<file path="config.mk">
export PLATFORM = sky130hd
export DESIGN_NAME = universal_register
export DESIGN_NICKNAME = d
export VERILOG_FILES = /design/src/rtl/universal_register.sv
export SDC_FILE = /design/constraint.sdc
export NUM_CORES = 1
export LEC_CHECK = 0
export BUFFER_PORTS_ARGS = -buffer_cell sky130_fd_sc_hd__buf_2
export CORE_UTILIZATION = 50
export CTS_CLUSTER_DIAMETER = 40
export DETAILED_ROUTE_END_ITERATION = 10
export GPL_TIMING_DRIVEN = 0
export PLACE_DENSITY = 0.77
export RECOVER_POWER = 100
export SYNTH_ARGS = -nofsm -noshare
export SYNTH_HDL_FRONTEND = slang
export SYNTH_SLANG_ARGS = --single-unit
</file>
<file path="constraint.sdc">
create_clock -name clk -period 1.72 [get_ports clk]
set_input_delay 0.172 -clock clk [delete_from_list [all_inputs] [get_ports clk]]
set_output_delay 0.172 -clock clk [all_outputs]
set_load 0.05 [all_outputs]
</file>
<file path="src/rtl/universal_register.sv">
// Universal register: load, shift, rotate, up/down count with carry/borrow and zero status.
// Latency: one cycle from enabling edge to A; no backpressure, enable=0 simply holds all state.
module universal_register #(
  parameter int WIDTH      = 4,
  parameter bit STRUCTURAL = 1'b0
) (
  input  logic             clk,
  input  logic             clear,
  input  logic             enable,
  input  logic [2:0]       mode,
  input  logic [WIDTH-1:0] I,
  input  logic             serial_right_in,
  input  logic             serial_left_in,
  output logic [WIDTH-1:0] A,
  output logic             carry_out,
  output logic             zero
);

  localparam logic [2:0] MODE_HOLD = 3'b000;
  localparam logic [2:0] MODE_LOAD = 3'b001;
  localparam logic [2:0] MODE_SHR  = 3'b010;
  localparam logic [2:0] MODE_SHL  = 3'b011;
  localparam logic [2:0] MODE_ROR  = 3'b100;
  localparam logic [2:0] MODE_ROL  = 3'b101;
  localparam logic [2:0] MODE_INC  = 3'b110;
  localparam logic [2:0] MODE_DEC  = 3'b111;

  logic [WIDTH-1:0] a_q, a_d;
  logic             carry_q, carry_d;

  if (!STRUCTURAL) begin : g_behav
    always_comb begin
      a_d     = a_q;
      carry_d = carry_q;
      case (mode)
        MODE_HOLD: ;
        MODE_LOAD: begin
          a_d     = I;
          carry_d = 1'b0;
        end
        MODE_SHR: begin
          a_d     = {serial_right_in, a_q[WIDTH-1:1]};
          carry_d = a_q[0];
        end
        MODE_SHL: begin
          a_d     = {a_q[WIDTH-2:0], serial_left_in};
          carry_d = a_q[WIDTH-1];
        end
        MODE_ROR: begin
          a_d     = {a_q[0], a_q[WIDTH-1:1]};
          carry_d = a_q[0];
        end
        MODE_ROL: begin
          a_d     = {a_q[WIDTH-2:0], a_q[WIDTH-1]};
          carry_d = a_q[WIDTH-1];
        end
        MODE_INC: {carry_d, a_d} = {1'b0, a_q} + (WIDTH+1)'(1);
        MODE_DEC: begin
          a_d     = a_q - WIDTH'(1);
          carry_d = (a_q == '0);
        end
        default: ;
      endcase
    end
  end else begin : g_struct
    logic [WIDTH-1:0] shr_v, shl_v, ror_v, rol_v, inc_v, dec_v;
    logic [WIDTH:0]   inc_c, bor_c;
    logic [7:0]       carry_sel;

    // Ripple chains: inc_c[i] = all lower bits are 1, bor_c[i] = all lower bits are 0.
    always_comb begin
      inc_c[0] = 1'b1;
      bor_c[0] = 1'b1;
      for (int i = 0; i < WIDTH; i++) begin
        inc_c[i+1] = inc_c[i] & a_q[i];
        bor_c[i+1] = bor_c[i] & ~a_q[i];
      end
    end

    assign shr_v = {serial_right_in, a_q[WIDTH-1:1]};
    assign shl_v = {a_q[WIDTH-2:0], serial_left_in};
    assign ror_v = {a_q[0], a_q[WIDTH-1:1]};
    assign rol_v = {a_q[WIDTH-2:0], a_q[WIDTH-1]};
    assign inc_v = a_q ^ inc_c[WIDTH-1:0];
    assign dec_v = a_q ^ bor_c[WIDTH-1:0];

    for (genvar i = 0; i < WIDTH; i++) begin : g_bit
      logic [7:0] sel;
      assign sel    = {dec_v[i], inc_v[i], rol_v[i], ror_v[i],
                       shl_v[i], shr_v[i], I[i], a_q[i]};
      assign a_d[i] = sel[mode];
    end

    assign carry_sel = {bor_c[WIDTH], inc_c[WIDTH], a_q[WIDTH-1], a_q[0],
                        a_q[WIDTH-1], a_q[0], 1'b0, carry_q};
    assign carry_d   = carry_sel[mode];
  end

  always_ff @(posedge clk or posedge clear) begin
    if (clear) begin
      a_q     <= '0;
      carry_q <= 1'b0;
    end else if (enable) begin
      a_q     <= a_d;
      carry_q <= carry_d;
    end
  end

  assign A         = a_q;
  assign carry_out = carry_q;
  assign zero      = (a_q == '0);

endmodule

</file>
[After elaboration in Yosys (flattened, before gate mapping)]
Index checks and enable logic that the tools add are counted.
Operators by class
  $add $sub $neg: 2
  equal/unequal tests: 7
  muxes and demuxes: 2
  reduce and logical (&&, ||, !) cells: 7
Operators with widths (number)
  one-hot mux 4 bit (7 select lines): 1
  equality test 3 bit (second input constant): 4
  nonzero test 7 bit: 1
  equality test 3 x 2 -> 1 bit (second input constant): 2
  adder 4 x 1 -> 5 bit (second input constant): 1
  one-hot mux 1 bit (5 select lines): 1
  nonzero test 5 bit: 1
  zero test 4 bit: 1
  AND reduction 2 bit: 2
  OR reduction 2 bit: 2
  subtractor 4 x 1 -> 4 bit (second input constant): 1
  equality test 3 x 1 -> 1 bit (second input constant): 1
Storage, ports and cells
  logic and storage cells: 20
  input bits: 12
  bits in registers: 5
  output and inout bits: 6

[Logic depth before layout (Yosys ltp)]
Gate-level depths: netlist of the first run.
  word-level depth: 4
  gate-level depth with buffers: 7
  gate-level depth less buffers: 6

[Worst setup path after synthesis of the first run]
Ideal clock, no wire load.
  path kind: register to register
  start: reg a_q[0] (netlist: A[0])
  end: reg carry_q (netlist: carry_out)
  setup time: 0.092 ns
  required time: 1.628 ns
  slack: -0.939 ns
  buffers on the path: 1
  clock period less this slack: 2.659 ns
  stages on the path, launching flop included: 7
  arrival time: 2.567 ns
  path through: dfrtp_1 buf_6 inv_1 ha_1 nor3b_1 mux2i_1 o221ai_1
Between the ends
  word-level cells in the longest chain between the ends: 2
  elaborated cells between the ends (all ways): 3
  classes of those cells: 1 x add/sub; 1 x mux; 1 x reduce/logical
RTL lines
  start: declaration: line 28  | logic [WIDTH-1:0] a_q, a_d;
  start signal: assignment: line 101  | a_q <= '0;
  start signal: assignment: line 104  | a_q <= a_d;
  zero test 4 bit
  via zero: line 16  | output logic zero
  one-hot mux 1 bit (5 select lines): line 35  | case (mode)
  end signal: assignment: line 105  | carry_q <= carry_d;
  end: declaration: line 29  | logic carry_q, carry_d;
The timed path passes the listed nets, and every way through them passes these cells.
A chain may end at the register's enable or synchronous reset.

[Worst setup path in the final report of the first run]
  start: reg a_q[1] (netlist: A[1])
  end: out zero
Between the ends
  word-level cells in the longest chain between the ends: 1
RTL lines
  zero test 4 bit: line 111  | assign zero = (a_q == '0);
  end: declaration: line 16
Every way passes these cells.

==> flow_summary.json, run 1 <==
{
  "worstSetupEndpointType": "output pin",
  "worst_hold_path_type": "input pin to flip-flop",
  "syn_area_sq_um": 667,
  "setup_viol": 0,
  "rows": 12,
  "grt_pass1_vias": 580,
  "crit_type": "flip-flop to output pin",
  "drive_gt1_share_pct": 33.7,
  "clk_latency_ns": 0.24,
  "crit_chain": "inv_1 -> ha_4 -> nor3b_4 -> clkbuf_2",
  "hold_viol_final": 0,
  "syn_inst": 76,
  "drt-total-wl_mm": 1.60,
  "arrival_ns": 1.44,
  "tightest_slew_ns": 0.598,
  "antenna_found_initial": 0,
  "clk_pin_slew_worst_paths_ns": 0.04,
  "fin_crit_sh_pct": 93.9,
  "tritoncts": "done",
  "grt_usage_pct": 23.7,
  "drv_cap": 0,
  "slew_headroom_pct": 60.3,
  "ant_nets": 0,
  "vdd_drop_max_uv": 785,
  "dieArea_sq_um": 1480,
  "grt_max_degree": 11,
  "hpwl_mm": 1.18,
  "viasPerCell": 6.14,
  "initial_core_util_pct": 56.9,
  "htreeDepth": 1,
  "final_cell_mix": "buf_2 (13), nand2_1 (6), clkbuf_1 (6)",
  "fmax_mhz": 619,
  "power.total_uw": 713,
  "ys_seq_area_share_pct": 18.8,
  "layout_commonest_cell": "buf_2",
  "num_vias": 688,
  "portBuffers": 17,
  "drt_iter0_drc": 29,
  "worstPathRequired_ns": 1.55,
  "rsz0062_at_grt": "no",
  "core_area_sq_um": 1170,
  "path_delay_family": "flip-flops",
  "syn_nets": 91,
  "drc_errors": 0,
  "p_leak_nw": 0.354,
  "cp_num_buf_inv": 2,
  "synth_warnings": 0,
  "cp_max_fo": 8,
  "ys_types": 38,
  "cts_root_buf": "clkbuf_4",
  "hold_ws_ns": 0.266,
  "layout_min_cycle_time_ns": 1.61,
  "wl_per_cell_um": 14.3,
  "clock_skew_ns": 0.00536,
  "io_pins": 18,
  "firstDrtPassIters": 4,
  "cts_buffers": 3,
  "die_x_um": 38.5,
  "grt-ovfl-total": 0,
  "gp_congestion": 0.773,
  "syn_to_final_growth_pct": 21.8,
  "p_per_area_nw_per_um2": 878,
  "antenna_cells": 0,
  "critPathLaunchType": "flip-flop",
  "cts.sinks": 5,
  "cp_slowest_cell": "dfrtp_2",
  "grt_pass1_wl_mm": 2.40,
  "syn_avg_cell_area_sq_um": 8.77,
  "die_y_um": 38.5,
  "cts_setup_buffers": 0,
  "synth_seq_cells": 5,
  "cts_max_path_buffers": 2,
  "max_stage_delay_ns": 0.47,
  "nNetsFinal": 114,
  "finalMaxSlewViolations": 0,
  "outcome": "completed"
}
where the power goes:
part	internal, mW	switching [mW]	total, mW
combinational	0.147	0.259	0.405
clock	0.0875	0.0450	0.132
sequential	0.144	0.0307	0.175
routing by layer:
metal	vias up	GRT usage, %	wire (um)
met5	-	0	0
met4	0	2.59	0
met3	0	6.98	147
met2	38	44.6	788
met1	322	26.5	663
li1	328	-	-
registers in the layout (all words and copies together) (netlist names):
name	flops
carry_out	1
A	4
Yosys cell counts, drive strengths merged:
cell,count,share of area [%]
buf,8,11
o21ai,7,5.3
nand2,6,3.4
dfrtp,5,19
inv,5,2.8
nor2,4,2.3
a211o,3,3.9
ha,3,5.6
mux2i,3,4.5
nor3b,3,3.4
a21oi,2,1.5
a31oi,2,1.9
nand3,2,1.5
nand3b,2,2.3
nor2b,2,3.0
o31ai,2,3.0
a211oi,1,1.1
a21bo,1,1.5
a311oi,1,1.3
a32o,1,1.5
a32oi,1,1.3
and2,1,0.94
and2b,1,1.1
and4bb,1,1.9
mux2,1,2.3
nand4b,1,1.3
nor3,1,0.75
nor4b,1,3.6
o2111ai,1,1.3
o21bai,1,1.1
o221a,1,1.7
o221ai,1,1.3
o32ai,1,2.4
layout make-up:
type,count,area (sq um)
Multi-Input combinational cell,58,465
Inverter,5,21.3
Fill cell,105,359
Clock buffer,4,26.3
Sequential cell,5,129
Tap cell,14,17.5
Timing Repair Buffer,18,88.8
Buffer,8,63.8
logic make-up after synthesis:
family	synth area share, %
AOI/OAI and AO/OA	30.2
adders and majority gates	5.63
buffers and inverters	13.3
DFF	18.8
muxes	6.75
and+or+nand+nor	25.3
worst paths after layout:
kind	start	end	slack [ns]	cells past startpoint
max in group asynchronous	clear	A[0]	1.16	3
hold / removal	enable	A[3]	0.27	2
setup / recovery	A[1]	zero	0.11	4
hold reg to reg	carry_out	carry_out	0.51	2
min in group asynchronous	clear	carry_out	0.37	3
setup reg to reg	A[1]	A[1]	0.12	6
stage by stage:
step	utilization, %	setup TNS, ns	worst slack (ns)	cells	instance area, sq um
global placement	68.3	0	0.141	107	800
finish	69.3	0	0.105	112	812
CTS	71.4	0	0.109	112	836
global route	69.3	0	0.0399	112	812
detailed placement	68.3	0	0.121	107	800
floorplan	-	-0.0145	-0.0145	76	697
repair_timing:
action,4_1_cts,5_1_grt
gates resized for setup,0,0
hold endpoints to repair,5,0
hold buffers,1,0
setup endpoints to repair,0,0
No activity file was read; power rests on OpenSTA's default activity.
==> inputs of run 2 (changes only) <==
--- a/config.mk
+++ b/config.mk
@@ -6,9 +6,10 @@
 export NUM_CORES = 1
 export LEC_CHECK = 0
 export BUFFER_PORTS_ARGS = -buffer_cell sky130_fd_sc_hd__buf_2
-export CORE_UTILIZATION = 50
+export CORE_AREA = 2 2 39 41
 export CTS_CLUSTER_DIAMETER = 40
 export DETAILED_ROUTE_END_ITERATION = 10
+export DIE_AREA = 0 0 41 43
 export GPL_TIMING_DRIVEN = 0
 export PLACE_DENSITY = 0.77
 export RECOVER_POWER = 100
==> constraint.sdc (replaced) <==
create_clock -name clk -period 2.09 [get_ports clk]
set_input_delay 0.209 -clock clk [delete_from_list [all_inputs] [get_ports clk]]
set_output_delay 0.209 -clock clk [all_outputs]
set_load 0.05 [all_outputs]
==> run 2 against run 1 <==
  * Largest power group unchanged
  * Global-route usage fell by 2.3 points
  * Via count down 1.2%
  * Sequential share of layout area is essentially flat
  * Combinational power fell by 21%
  * Cell count is 1.8% higher
==> flow_summary.json, run 2 (same netlist as run 1, synthesis figures left out) <==
{
  "slew_headroom_pct": 60.5,
  "io_pins": 18,
  "cts_max_path_buffers": 2,
  "firstDrtPassIters": 4,
  "min_from": "enable",
  "drc_errors": 0,
  "layout_min_cycle_time_ns": 1.79,
  "tritoncts": "done",
  "drt_iter0_drc": 24,
  "fmax_mhz": 558,
  "vdd_drop_max_uv": 502,
  "rows": 14,
  "worst_hold_path_type": "input pin to flip-flop",
  "grt-ovfl-total": 0,
  "switching_share_pct": 48.1,
  "worstPathRequired_ns": 1.88,
  "drt-total-wl_mm": 1.60,
  "drv_cap": 0,
  "p_per_area_nw_per_um2": 736,
  "grt_max_degree": 11,
  "worstSetupEndpointType": "output pin",
  "max_stage_delay_ns": 0.40,
  "power.internal_uw": 301,
  "wl_per_cell_um": 14.0,
  "num_vias": 680,
  "p_clk_share_pct": 20.9,
  "htreeDepth": 1,
  "die_x_um": 41,
  "grt_pass1_vias": 624,
  "setup_viol": 0,
  "critPathLaunchType": "flip-flop",
  "crit_chain": "buf_6 -> inv_1 -> ha_1 -> nor3b_1 -> clkbuf_2",
  "ant_nets": 0,
  "post_cts_resized": 0,
  "fin_ws_ns": 0.297,
  "cp_slowest_cell": "dfrtp_1",
  "core_area_sq_um": 1380,
  "grt_usage_pct": 21.4,
  "syn_to_final_growth_pct": 18.2,
  "finalMaxSlewViolations": 0,
  "r2r_start": "A[0]",
  "viasPerCell": 5.96,
  "p_leak_nw": 0.356,
  "layout_commonest_cell": "buf_2",
  "cp_max_fo": 9,
  "power_frac_comb_pct": 55.0,
  "cts_buffers": 3,
  "hold_viol_final": 0,
  "initial_core_util_pct": 48.2,
  "power.net_switching_uw": 279,
  "p_seq_share_pct": 24.1,
  "clock_skew_ns": 0.00161,
  "gp_congestion": 0.822,
  "outcome": "completed",
  "antenna_found_initial": 0,
  "clk_latency_ns": 0.26,
  "die_y_um": 43,
  "final.setup.tns_ns": 0,
  "place_ws_ns": 0.404,
  "arrival_ns": 1.58,
  "critPathLaunch": "A[0]",
  "dieArea_sq_um": 1760,
  "largest_reg_flops": 4,
  "drive_gt1_share_pct": 28.6,
  "grt_pass1_wl_mm": 2.52,
  "hpwl_mm": 1.18,
  "rsz0062_at_grt": "no",
  "antenna_cells": 0,
  "cts.sinks": 5,
  "portBuffers": 17,
  "final_cell_mix": "buf_2 (13), nand2_1 (6), clkbuf_1 (6)",
  "nNetsFinal": 114,
  "tightest_slew_ns": 0.594,
  "crit_type": "flip-flop to output pin",
  "clk_pin_slew_worst_paths_ns": 0.05,
  "cts_root_buf": "clkbuf_4",
  "fin_crit_sh_pct": 85.8,
  "power.total_uw": 580
}
run 2: cell count changes in the layout (fill, tap and decap cells not counted), sizes merged:
cell    delta
clkbuf     -1
clkinv     +1
run 2: metrics by stage:
stage	instances	utilization, %	hold slack, ns	area, sq um
6_report	114	57.0	0.275	788
2_1_floorplan	76	-	-0.0125	678
3_3_place_gp	109	56.6	0.101	783
3_5_place_dp	109	56.6	0.121	783
4_1_cts	114	59.3	0.281	821
5_1_grt	114	57.0	0.272	788
run 2: final cells by class:
cell class,count,area [sq um]
Inverter,5,18.8
Clock inverter,1,5.00
Fill cell,142,596
Tap cell,16,20.0
Buffer,8,62.6
Clock buffer,3,22.5
Sequential cell,5,125
Multi-Input combinational cell,58,445
Timing Repair Buffer,18,88.8
run 2: power by group through the flow:
stage | logic (mW) | registers [mW] | clock network (mW)
after floorplan | 0.204 | 0.205 | 0
after global placement | 0.337 | 0.141 | 0
after detailed placement | 0.342 | 0.142 | 0
after CTS | 0.345 | 0.141 | 0.120
after global routing | 0.342 | 0.143 | 0.135
final | 0.319 | 0.140 | 0.121
run 2: critical path, delay by kind of cell (launching register included):
kind          cells  cell delay, ns
buf+inv           3            0.55
flops             1            0.40
simple gates      1            0.23
fa+ha+maj         1            0.14
run 2: what timing repair did:
action / 4_1_cts / 5_1_grt
endpoints found under the hold margin: 5 / 0
hold buffers: 1 / 0
setup buffers: 0 / 0
run 2: metal layers:
metal / track usage, % / wire length [um] / vias up
met3: 4.71 / 91 / 6
met2: 34.4 / 812 / 23
met1: 23.5 / 653 / 325
met5: 0 / 0 / -
li1: - / - / 326
met4: 14.0 / 38 / 0
run 2: path summary, 6_finish.rpt:
path | endpoint | slack [ns] | depth (start not counted)
setup / recovery | zero | 0.30 | 5
setup reg to reg | A[1] | 0.40 | 7
hold reg to reg | carry_out | 0.50 | 2
hold / removal | A[3] | 0.28 | 2
max in group asynchronous | A[2] | 1.51 | 3
min in group asynchronous | carry_out | 0.41 | 3
==> inputs of run 3 (changes only) <==
--- a/config.mk
+++ b/config.mk
@@ -6,12 +6,13 @@
 export NUM_CORES = 1
 export LEC_CHECK = 0
 export BUFFER_PORTS_ARGS = -buffer_cell sky130_fd_sc_hd__buf_2
-export CORE_AREA = 2 2 39 41
+export CELL_PAD_IN_SITES_DETAIL_PLACEMENT = 0
+export CELL_PAD_IN_SITES_GLOBAL_PLACEMENT = 1
+export CORE_UTILIZATION = 40
 export CTS_CLUSTER_DIAMETER = 40
 export DETAILED_ROUTE_END_ITERATION = 10
-export DIE_AREA = 0 0 41 43
 export GPL_TIMING_DRIVEN = 0
-export PLACE_DENSITY = 0.77
+export PLACE_DENSITY_LB_ADDON = 0.1
 export RECOVER_POWER = 100
 export SYNTH_ARGS = -nofsm -noshare
 export SYNTH_HDL_FRONTEND = slang
==> run 3 against run 2 <==
  * Sequential power about the same
  * Sequential cell count unchanged
  * Clock power decreased by 12%
  * Routed wire length shrank 1.2%
  * Total power fell by 3.4%
  * Setup slack improved by 0.019 ns
  * Core utilization shrank 5.6 points
  * Via count down 5.6%
  * First-iteration DRC count fell by 17%
  * Combinational power is 2% lower
  * Critical path depth is the same
  * Cell count unchanged
==> flow_summary.json, run 3 (same netlist as run 1, synthesis figures left out) <==
{
  "outcome": "completed",
  "path_delay_family": "buffers and inverters",
  "cts_buffers": 3,
  "drt_iter0_drc": 20,
  "rows": 14,
  "grt_usage_pct": 19.8,
  "cts.sinks": 5,
  "initial_core_util_pct": 43.8,
  "viasPerCell": 5.63,
  "clock_skew_ns": 0.00372,
  "htreeDepth": 1,
  "hold_viol_final": 0,
  "cts_root_buf": "clkbuf_4",
  "antenna_cells": 0,
  "drt-total-wl_mm": 1.58,
  "slew_headroom_pct": 59.4,
  "drv_cap": 0,
  "io_pins": 18,
  "grt_pass1_wl_mm": 2.79,
  "worstSetupEndpointType": "output pin",
  "hpwl_mm": 1.15,
  "drc_errors": 0,
  "fmax_mhz": 564,
  "dieArea_sq_um": 1830,
  "cp_max_fo": 9,
  "gp_congestion": 0.782,
  "worstPathRequired_ns": 1.88,
  "cts_max_path_buffers": 2,
  "final.setup.tns_ns": 0,
  "arrival_ns": 1.56,
  "syn_to_final_growth_pct": 17.4,
  "drive_gt1_share_pct": 26.5,
  "clk_latency_ns": 0.24,
  "tightest_slew_ns": 0.612,
  "grt_max_degree": 11,
  "seq_area_sq_um": 125,
  "tritoncts": "done",
  "worst_hold_path_type": "input pin to flip-flop",
  "rsz0062_at_grt": "no",
  "cp_num_buf_inv": 3,
  "largest_reg_flops": 4,
  "firstDrtPassIters": 4,
  "setup_viol": 0,
  "place_ws_ns": 0.372,
  "cp_slowest_cell": "dfrtp_1",
  "max_stage_delay_ns": 0.40,
  "nNetsFinal": 114,
  "power.total_uw": 560,
  "portBuffers": 17,
  "post_cts_resized": 0,
  "antenna_found_initial": 0,
  "fin_ws_ns": 0.316,
  "grt_pass1_vias": 616,
  "grt-ovfl-total": 0,
  "fin_crit_sh_pct": 84.9,
  "layout_commonest_cell": "buf_2",
  "crit_type": "flip-flop to output pin",
  "vdd_drop_max_uv": 681,
  "critPathLaunchType": "flip-flop",
  "wl_per_cell_um": 13.8,
  "final_cell_mix": "buf_2 (13), clkbuf_1 (7), nand2_1 (6)",
  "fillers": 156,
  "clk_pin_slew_worst_paths_ns": 0.04,
  "p_per_area_nw_per_um2": 715,
  "ant_nets": 0,
  "die_x_um": 42.8,
  "die_y_um": 42.8,
  "finalMaxSlewViolations": 0,
  "layout_min_cycle_time_ns": 1.77,
  "num_vias": 642,
  "multi_input_area_sq_um": 442,
  "crit_chain": "buf_6 -> inv_1 -> ha_1 -> nor3b_1 -> clkbuf_2",
  "core_area_sq_um": 1520,
  "p_leak_nw": 0.352
}
run 3: path summary, 6_finish.rpt:
kind	startpoint	end	slack (ns)	depth (start not counted)
worst max-delay path	A[0]	zero	0.32	5
worst min-delay path	enable	A[3]	0.30	2
worst max register to register	A[0]	A[1]	0.39	7
worst min register to register	carry_out	carry_out	0.52	2
max in group asynchronous	clear	A[1]	1.51	3
min in group asynchronous	clear	A[2]	0.41	3
run 3: layout make-up:
cell class / count / share of cell area [%]
multi-input cells: 58 / 56.4
flip-flops and latches: 5 / 16.0
repair buffers: 18 / 11.3
plain buffers: 8 / 7.99
clock buffers: 4 / 3.35
well taps: 16 / 2.56
inverters: 5 / 2.40
run 3: timing repair:
action                    in CTS  in global routing
setup buffers                  0                  0
hold buffers                   1                  0
hold endpoints to repair       5                  0
run 3: metal layers:
metal	GRT usage, %	up-vias	part of all wire, %
met5	0	-	0
met4	1.88	0	0
met3	5.11	0	3.0
met2	31.2	16	47
met1	28.1	298	50
li1	-	328	-
run 3: where the power goes:
part           internal [mW]  switching, mW  total, mW
sequential             0.116         0.0224      0.139
combinational          0.111          0.203      0.314
clock                 0.0719         0.0355      0.107
total                  0.299          0.261      0.560
run 3: metrics by stage:
stage | std cells | util, % | instance area (sq um) | hold WS, ns
floorplan | 76 | - | 678 | -0.0125
global placement | 109 | 51.4 | 783 | 0.104
detailed placement | 109 | 51.4 | 783 | 0.108
CTS | 114 | 53.8 | 820 | 0.283
global route | 114 | 51.4 | 783 | 0.277
finish | 114 | 51.4 | 783 | 0.296
